File: src/rtl/alu_arbiter_pkg.sv
// alu_arbiter_pkg
// Definitions shared by the ALU arbiter slice.
//   WORD_LEN / FUNCT_LEN : operand and function-code widths
//   FUNCT_*              : function codes understood by the ALU
//   state_t              : arbiter FSM state encoding
//   onehot2()            : requester id -> 2-bit one-hot strobe
package alu_arbiter_pkg;

    localparam int WORD_LEN  = 16;
    localparam int FUNCT_LEN = 3;

    localparam logic [FUNCT_LEN-1:0] FUNCT_ADD   = 3'd0;
    localparam logic [FUNCT_LEN-1:0] FUNCT_NAND  = 3'd1;
    localparam logic [FUNCT_LEN-1:0] FUNCT_PASSA = 3'd2;
    localparam logic [FUNCT_LEN-1:0] FUNCT_SUB   = 3'd3;

    typedef enum logic [1:0] {
        ST_IDLE = 2'd0,
        ST_EXEC = 2'd1,
        ST_RESP = 2'd2
    } state_t;

    function automatic logic [1:0] onehot2(input logic id);
        return id ? 2'b10 : 2'b01;
    endfunction

endpackage

File: src/rtl/alu_arbiter_alu.sv
// alu
// Purely combinational ALU shared by the arbiter's requesters.
// Ports:
//   a, b    in  WORD_LEN   operands
//   funct   in  FUNCT_LEN  function code (ADD, NAND, PASSA, SUB)
//   result  out WORD_LEN   result, modulo 2^WORD_LEN; unknown codes give 0
//   zero    out 1          result == 0
module alu
    import alu_arbiter_pkg::*;
(
    input  logic [WORD_LEN-1:0]  a,
    input  logic [WORD_LEN-1:0]  b,
    input  logic [FUNCT_LEN-1:0] funct,
    output logic [WORD_LEN-1:0]  result,
    output logic                 zero
);

    // Sums and differences are WORD_LEN wide, so carry/borrow simply drop off.
    always_comb begin
        result = '0;
        case (funct)
            FUNCT_ADD:   result = a + b;
            FUNCT_NAND:  result = ~(a & b);
            FUNCT_PASSA: result = a;
            FUNCT_SUB:   result = a - b;
            default:     result = '0;
        endcase
    end

    assign zero = (result == '0);

endmodule

File: src/rtl/alu_arbiter.sv
// alu_arbiter
// Shares one ALU between two requesters. A request is granted in IDLE,
// evaluated in EXEC and the registered result is presented in RESP until the
// owning requester consumes it.
//
// Build option: define ALU_ARB_RR_EN for round-robin arbitration on
// contention (a last-grant register is kept). Without it requester 0 always
// wins contention and no last-grant register exists.
//
// Ports:
//   clk           in  1          rising-edge clock
//   rst_n         in  1          asynchronous active-low reset
//   req_valid     in  2          per-requester request (bit 0 = requester 0)
//   req_ready     out 2          accept strobe, one-hot or zero, same cycle
//   req0_a/_b     in  WORD_LEN   requester 0 operands
//   req0_funct    in  FUNCT_LEN  requester 0 function code
//   req1_a/_b     in  WORD_LEN   requester 1 operands
//   req1_funct    in  FUNCT_LEN  requester 1 function code
//   rsp_valid     out 2          result valid for the owner, one-hot or zero
//   rsp_ready     in  2          per-requester result consume
//   rsp_out       out WORD_LEN   registered ALU result
//   rsp_zero      out 1          registered rsp_out == 0
//   busy          out 1          FSM not in IDLE
//
// state   | meaning
// --------+-----------------------------------------------------------
// ST_IDLE | waiting for a request; grant is combinational
// ST_EXEC | ALU works on latched operands, result captured at exit
// ST_RESP | rsp_valid to owner until owner's rsp_ready
module alu_arbiter
    import alu_arbiter_pkg::*;
(
    input  logic                 clk,
    input  logic                 rst_n,
    input  logic [1:0]           req_valid,
    output logic [1:0]           req_ready,
    input  logic [WORD_LEN-1:0]  req0_a,
    input  logic [WORD_LEN-1:0]  req0_b,
    input  logic [FUNCT_LEN-1:0] req0_funct,
    input  logic [WORD_LEN-1:0]  req1_a,
    input  logic [WORD_LEN-1:0]  req1_b,
    input  logic [FUNCT_LEN-1:0] req1_funct,
    output logic [1:0]           rsp_valid,
    input  logic [1:0]           rsp_ready,
    output logic [WORD_LEN-1:0]  rsp_out,
    output logic                 rsp_zero,
    output logic                 busy
);

    state_t               state;
    logic                 owner;
    logic [WORD_LEN-1:0]  op_a;
    logic [WORD_LEN-1:0]  op_b;
    logic [FUNCT_LEN-1:0] op_funct;
    logic                 grant_id;
    logic [WORD_LEN-1:0]  alu_result;
    logic                 alu_zero;

`ifdef ALU_ARB_RR_EN
    logic                 last_grant;
`endif

    // Winner selection. A lone requester always wins; only the both-valid
    // case depends on the arbitration policy.
    always_comb begin
        grant_id = 1'b0;
        if (req_valid == 2'b10) begin
            grant_id = 1'b1;
        end
`ifdef ALU_ARB_RR_EN
        else if (req_valid == 2'b11) begin
            grant_id = ~last_grant;
        end
`endif
    end

    // The accept strobe is gated by rst_n so no grant is shown while the FSM
    // is held in reset and cannot record it.
    always_comb begin
        req_ready = 2'b00;
        if (rst_n && (state == ST_IDLE) && (req_valid != 2'b00)) begin
            req_ready = onehot2(grant_id);
        end
    end

    assign busy = (state != ST_IDLE);

    alu u_alu (
        .a      (op_a),
        .b      (op_b),
        .funct  (op_funct),
        .result (alu_result),
        .zero   (alu_zero)
    );

    always_ff @(posedge clk or negedge rst_n) begin
        if (!rst_n) begin
            state     <= ST_IDLE;
            owner     <= 1'b0;
            op_a      <= '0;
            op_b      <= '0;
            op_funct  <= '0;
            rsp_valid <= 2'b00;
            rsp_out   <= '0;
            rsp_zero  <= 1'b1;
`ifdef ALU_ARB_RR_EN
            last_grant <= 1'b1;
`endif
        end else begin
            case (state)
                ST_IDLE: begin
                    if (req_valid != 2'b00) begin
                        owner    <= grant_id;
                        op_a     <= grant_id ? req1_a     : req0_a;
                        op_b     <= grant_id ? req1_b     : req0_b;
                        op_funct <= grant_id ? req1_funct : req0_funct;
`ifdef ALU_ARB_RR_EN
                        last_grant <= grant_id;
`endif
                        state    <= ST_EXEC;
                    end
                end
                ST_EXEC: begin
                    rsp_out   <= alu_result;
                    rsp_zero  <= alu_zero;
                    rsp_valid <= onehot2(owner);
                    state     <= ST_RESP;
                end
                ST_RESP: begin
                    // Only the owner's consume strobe matters here.
                    if (rsp_ready[owner]) begin
                        rsp_valid <= 2'b00;
                        state     <= ST_IDLE;
                    end
                end
                default: begin
                    rsp_valid <= 2'b00;
                    state     <= ST_IDLE;
                end
            endcase
        end
    end

endmodule

File: config.mk
export PLATFORM = sky130hd
export DESIGN_NAME = alu_arbiter
export DESIGN_NICKNAME = d
export VERILOG_FILES = /design/src/rtl/alu_arbiter_pkg.sv /design/src/rtl/alu_arbiter_alu.sv /design/src/rtl/alu_arbiter.sv
export SDC_FILE = /design/constraint.sdc
export NUM_CORES = 1
export LEC_CHECK = 0
export ABC_CLOCK_PERIOD_IN_PS = 10600
export BUFFER_PORTS_ARGS = -buffer_cell sky130_fd_sc_hd__buf_2
export CAP_MARGIN = 20
export CORE_ASPECT_RATIO = 1.25
export CORE_MARGIN = 2
export CORE_UTILIZATION = 51
export CTS_CLUSTER_SIZE = 12
export DETAILED_ROUTE_END_ITERATION = 10
export GPL_TIMING_DRIVEN = 0
export PLACE_DENSITY = 0.76
export SYNTH_ARGS = -nofsm -noshare
export SYNTH_HDL_FRONTEND = slang
export SYNTH_HIERARCHICAL = 1
export SYNTH_SLANG_ARGS = --single-unit
File: constraint.sdc
create_clock -name clk -period 10.6 [get_ports clk]
set_input_delay 1.06 -clock clk [delete_from_list [all_inputs] [get_ports clk]]
set_output_delay 1.06 -clock clk [all_outputs]
set_load 0.01 [all_outputs]
==> results by stage <==
Timing:
- Clock skew on the completed layout was measured at between 0.01 and 0.015 ns.
- The number of hold-slack violations in the final timing report came to 0.
- The worst pin sits at a relative slew slack of 0.441.
- The slew at the pin closest to its max-slew limit is 0.832 ns.
- The post-route setup TNS is 0 ns.
- Setup repair after global routing left no endpoint under its margin.
- The final number of setup-violating endpoints is 0.
- The count of pins over their slew limit was 0.
- In the finished design, the share of the clock period the worst path needs comes to 0.487.
- The time the final worst path needs with I/O delays and setup is 5.16 ns.
- For this run, the top clock speed supported by timing is 194 MHz.
- The final hold slack is ~0.5 ns.

Routing:
- The number of violations reported at the end of detailed-routing iteration 0 is ~170.
- The count of TritonRoute iterations in the first routing pass is 4.
- The number of design rule violations left after detail routing is 0.
- For this block, the via count after detailed routing is 3628.
- The detail-routed via count per cell is about 5.6.
- The remaining antenna violation count after routing is 0.
- The wire length per cell is 15.4 um.
- Wires add up to 10.0 mm.

Critical path:
- The startpoint class of the critical path is a flip-flop.
- The maximum fanout count along the critical path is 10.
- The most critical setup path has its endpoint at rsp_zero$_DFFE_PN1N_.
- The critical register-to-register path startpoint is op_funct[0]$_DFFE_PN0P_.
- The start point of the critical path is op_funct[0]$_DFFE_PN0P_.
- By startpoint and endpoint, the worst setup path is classified as flip-flop to flip-flop.
- For the worst setup path, the data required time is 10.89 ns.
- The endpoint identified for the worst register-to-register timing path is rsp_zero$_DFFE_PN1N_.
- The worst setup path is captured at a flip-flop.
- The count of cells along the worst register-to-register path is 18.
- The signal arrival time at the worst endpoint is 5.45 ns.
- The slack of the worst reg-to-reg path is 5.44 ns.

Clock tree:
- The clock net sink count is 57.
- Buffers inserted during clock tree synthesis total 9.
- After clock tree synthesis, the clock-pin slew on the worst setup and hold paths is roughly 0.07 ns.
- No sink is reached through more buffers than the 2 on the longest clock path.
- For this design, the CTS-stage hold fixing added 0 buffers.
- The clock tree root buffer cell is sky130_fd_sc_hd__clkbuf_8.
- The insertion delay of the later-clocked pin in the worst-skew pair is 0.34 ns.
- Gates resized during post-CTS repair numbered 0.
- TritonCTS built the clock tree.
- The number of setup buffers added after CTS is 0.
- The number of H-tree levels is 3.

Synth:
- After synthesis the netlist holds a flip-flop and latch count of between 50 and 60.
- Counting flops with an async set or reset pin after synthesis yields a share of 1.00.
- The count of flip-flops with a built-in enable after synthesis is 0.
- The most used flip-flop cell after synthesis is sky130_fd_sc_hd__dfrtp_1.
- The number of nets in the synthesized netlist is approximately 500.
- The netlist area before placement is approximately 4500 sq um.
- For this run, the register share of the synthesized area comes to 0.318.
- Yosys mapped the design onto 64 distinct sky130hd cell types.
- Synthesis handed over a netlist of 419 instances.
- The mean cell area of the mapped netlist is ~11 sq um.
- The number of warnings printed during yosys synthesis is 6.

Job:
- The max-cap check violation count is 0.

Placement:
- The number of port buffers is 97.
- The final weighted congestion in routability-driven placement is roughly 0.9.
- After detailed placement, the design holds a cell count of 637.
- The half-perimeter wire length after detailed placement is ~7.9 mm.
- Summing all placed instances gives a cell area of 5140 sq um.

Die:
- The floorplan step set the die width to a little under 90 um.
- The core region is roughly 8600 sq um.
- After floorplanning, the core was divided into 38 placement rows.
- 98 I/O pins were placed.
- For this configuration, the core starts out at a cell density of 0.522.
- The die area is 9570 sq um.
- The y dimension of the die is roughly 110 um.

Layout:
- The register cell area after layout is 1430 sq um.
- The count of antenna diodes in the layout is 0.
- The final net count is about 620.
- After filler insertion, the fill cell instance count of the layout stands at 721.
- The final standard cell count with taps included and fillers excluded is 653.
- The synthesis-to-finish area growth is 19.0%.
- In the final layout, the multi-input gates occupy 2850 sq um.
- The design area is 5340 sq um.
- Of the cells placed in the final design, the portion with a size suffix greater than 1 is 0.418.

Pwr:
- The leakage power is 2.51 nW.
- The cell-internal power is 1.17 mW.
- Across the VDD grid, the largest voltage drop is 0.000183 V.
- Of the total power, the clock network draws 0.092.
- The switching part of the total is 0.459.
- The switching power is approximately 0.99 mW.
- Of the total power, combinational logic draws 0.700.
- The post-route total power is 2.15 mW.
- The power share of the sequential group is 0.208.
- Power spread over the standard cell area amounts to 403 nW/um^2.

Global routing:
- The initial antenna violation count is 0.
- The total overflow left after global routing is 0.
- The number of global-route vias before repair is 3518.
- Entering global routing, the biggest net connects 31 pins.
- In the global route stage, overall resource usage came out at 0.222.
- The first global-routing pass estimated ~17 mm of wire.

Status:
- The flow ran to the end, and the final reports show no timing, DRC or antenna violations.

Worst hold path:
- The worst hold-check path type is flip-flop to flip-flop.
## area by class of cell
cell class / instances / area share
Tap cell: 120 / 0.0281
Clock inverter: 6 / 0.0127
Timing Repair Buffer: 98 / 0.0947
Sequential cell: 57 / 0.267
Multi-Input combinational cell: 328 / 0.533
Inverter: 12 / 0.00844
Buffer: 22 / 0.0319
Clock buffer: 10 / 0.0239
## cell families (layout without fill, tap and decap cells)
kind of cell / Yosys count / after routing / share of synthesized area
and+or+nand+nor: 99 / 99 / 0.112
adders and majority gates: 18 / 18 / 0.0519
xor gates and xnor gates: 24 / 24 / 0.0468
muxes: 92 / 92 / 0.278
buffers and inverters: 34 / 148 / 0.0479
AOI/OAI and AO/OA: 95 / 95 / 0.145
DFF: 57 / 57 / 0.318
## how the worst min path moves through the flow
stage | slack, ns | endpoint | startpoint | cells past startpoint
floorplan | 0.48 | op_funct[0]$_DFFE_PN0P_ | op_funct[0]$_DFFE_PN0P_ | 1
global placement | 0.49 | rsp_out[4]$_DFFE_PN0N_ | rsp_out[4]$_DFFE_PN0N_ | 1
detailed placement | 0.49 | rsp_out[11]$_DFFE_PN0N_ | rsp_out[11]$_DFFE_PN0N_ | 1
CTS | 0.50 | rsp_out[11]$_DFFE_PN0N_ | rsp_out[11]$_DFFE_PN0N_ | 1
global route | 0.52 | rsp_out[11]$_DFFE_PN0N_ | rsp_out[11]$_DFFE_PN0N_ | 1
finish | 0.50 | rsp_out[11]$_DFFE_PN0N_ | rsp_out[11]$_DFFE_PN0N_ | 1
## per-stage QoR
| step | util | setup slack (ns) |
|---|---|---|
| detailed placement | 0.598 | 5.57 |
| floorplan | - | 6.30 |
| global route | 0.620 | 5.13 |
| finish | 0.620 | 5.44 |
| global placement | 0.595 | 5.59 |
| CTS | 0.620 | 5.52 |
## layout by cell type (no fill, tap or decap), types with 4 or more instances in the layout
| cell type | count |
|---|---|
| sky130_fd_sc_hd__dfrtp_1 | 56 |
| sky130_fd_sc_hd__nand2b_1 | 7 |
| sky130_fd_sc_hd__buf_8 | 5 |
| sky130_fd_sc_hd__xnor2_1 | 22 |
| sky130_fd_sc_hd__o22ai_1 | 8 |
| sky130_fd_sc_hd__nor2_1 | 22 |
| sky130_fd_sc_hd__ha_1 | 17 |
| sky130_fd_sc_hd__mux2_2 | 30 |
| sky130_fd_sc_hd__o21a_1 | 7 |
| sky130_fd_sc_hd__buf_2 | 101 |
| sky130_fd_sc_hd__o21ai_0 | 8 |
| sky130_fd_sc_hd__inv_1 | 12 |
| sky130_fd_sc_hd__mux2i_1 | 4 |
| sky130_fd_sc_hd__nor3_1 | 14 |
| sky130_fd_sc_hd__nor4_1 | 4 |
| sky130_fd_sc_hd__nand3_1 | 4 |
| sky130_fd_sc_hd__a311oi_1 | 5 |
| sky130_fd_sc_hd__nand2_1 | 25 |
| sky130_fd_sc_hd__a21oi_1 | 29 |
| sky130_fd_sc_hd__nor2b_1 | 6 |
| sky130_fd_sc_hd__clkbuf_8 | 9 |
| sky130_fd_sc_hd__clkbuf_1 | 9 |
| sky130_fd_sc_hd__a31oi_1 | 6 |
| sky130_fd_sc_hd__mux2_4 | 58 |
## critical path: stages (launching register included)
cell	delay [ns]
sky130_fd_sc_hd__dfrtp_1	0.35
sky130_fd_sc_hd__buf_2	0.20
sky130_fd_sc_hd__buf_2	0.24
sky130_fd_sc_hd__nand2_1	0.31
sky130_fd_sc_hd__nor2_1	0.28
sky130_fd_sc_hd__clkbuf_1	0.39
sky130_fd_sc_hd__a21oi_1	0.10
sky130_fd_sc_hd__xnor2_1	0.17
sky130_fd_sc_hd__ha_1	0.37
sky130_fd_sc_hd__or3_4	0.41
sky130_fd_sc_hd__o21ai_2	0.06
sky130_fd_sc_hd__a31oi_1	0.06
sky130_fd_sc_hd__xnor2_1	0.17
sky130_fd_sc_hd__a311oi_1	0.16
sky130_fd_sc_hd__or4b_1	0.56
sky130_fd_sc_hd__or4_1	0.42
sky130_fd_sc_hd__or4_1	0.52
sky130_fd_sc_hd__nor4_2	0.16
sky130_fd_sc_hd__mux2_2	0.18
## cell usage after synthesis (all sizes together) (2+ instances only)
master	count	area share
a211o	2	0.0039
a211oi	3	0.0050
a21o	2	0.0033
a21oi	29	0.032
a311oi	5	0.0098
a31oi	6	0.0084
and2	2	0.0028
and3	3	0.0042
buf	13	0.030
clkbuf	9	0.0084
dfrtp	56	0.31
ha	17	0.047
inv	12	0.010
mux2	88	0.27
mux2i	4	0.0089
nand2	25	0.021
nand2b	7	0.0098
nand3	4	0.0045
nor2	23	0.020
nor2b	7	0.010
nor3	14	0.016
nor4	5	0.0084
o211a	2	0.0045
o21a	7	0.012
o21ai	11	0.013
o221ai	2	0.0039
o22ai	8	0.011
o2bb2ai	2	0.0039
o31ai	2	0.0045
or2	2	0.0028
or3	3	0.0053
or4	2	0.0033
xnor2	22	0.043
xor2	2	0.0039
## power groups by stage
stage / sequential (mW) / clock, mW / combinational (mW)
global route: 0.470 / 0.213 / 1.66
global placement: 0.447 / 0 / 1.44
floorplan: 0.429 / 0 / 1.18
detailed placement: 0.451 / 0 / 1.48
CTS: 0.448 / 0.203 / 1.49
finish: 0.447 / 0.198 / 1.51
## state kept, by name, indices dropped and copies added, names as in the netlist
register   flops
op_a          16
op_b          16
op_funct       3
owner          1
rsp_out       16
rsp_valid      2
rsp_zero       1
state          2
## layer usage
metal,vias to the layer above,global-route usage,part of all wire
met5,-,0,0
met4,0,0.0912,0.034
met3,22,0.0424,0.059
met2,125,0.354,0.47
met1,1704,0.295,0.44
li1,1777,-,-
Power figures use the tool's default switching activity.
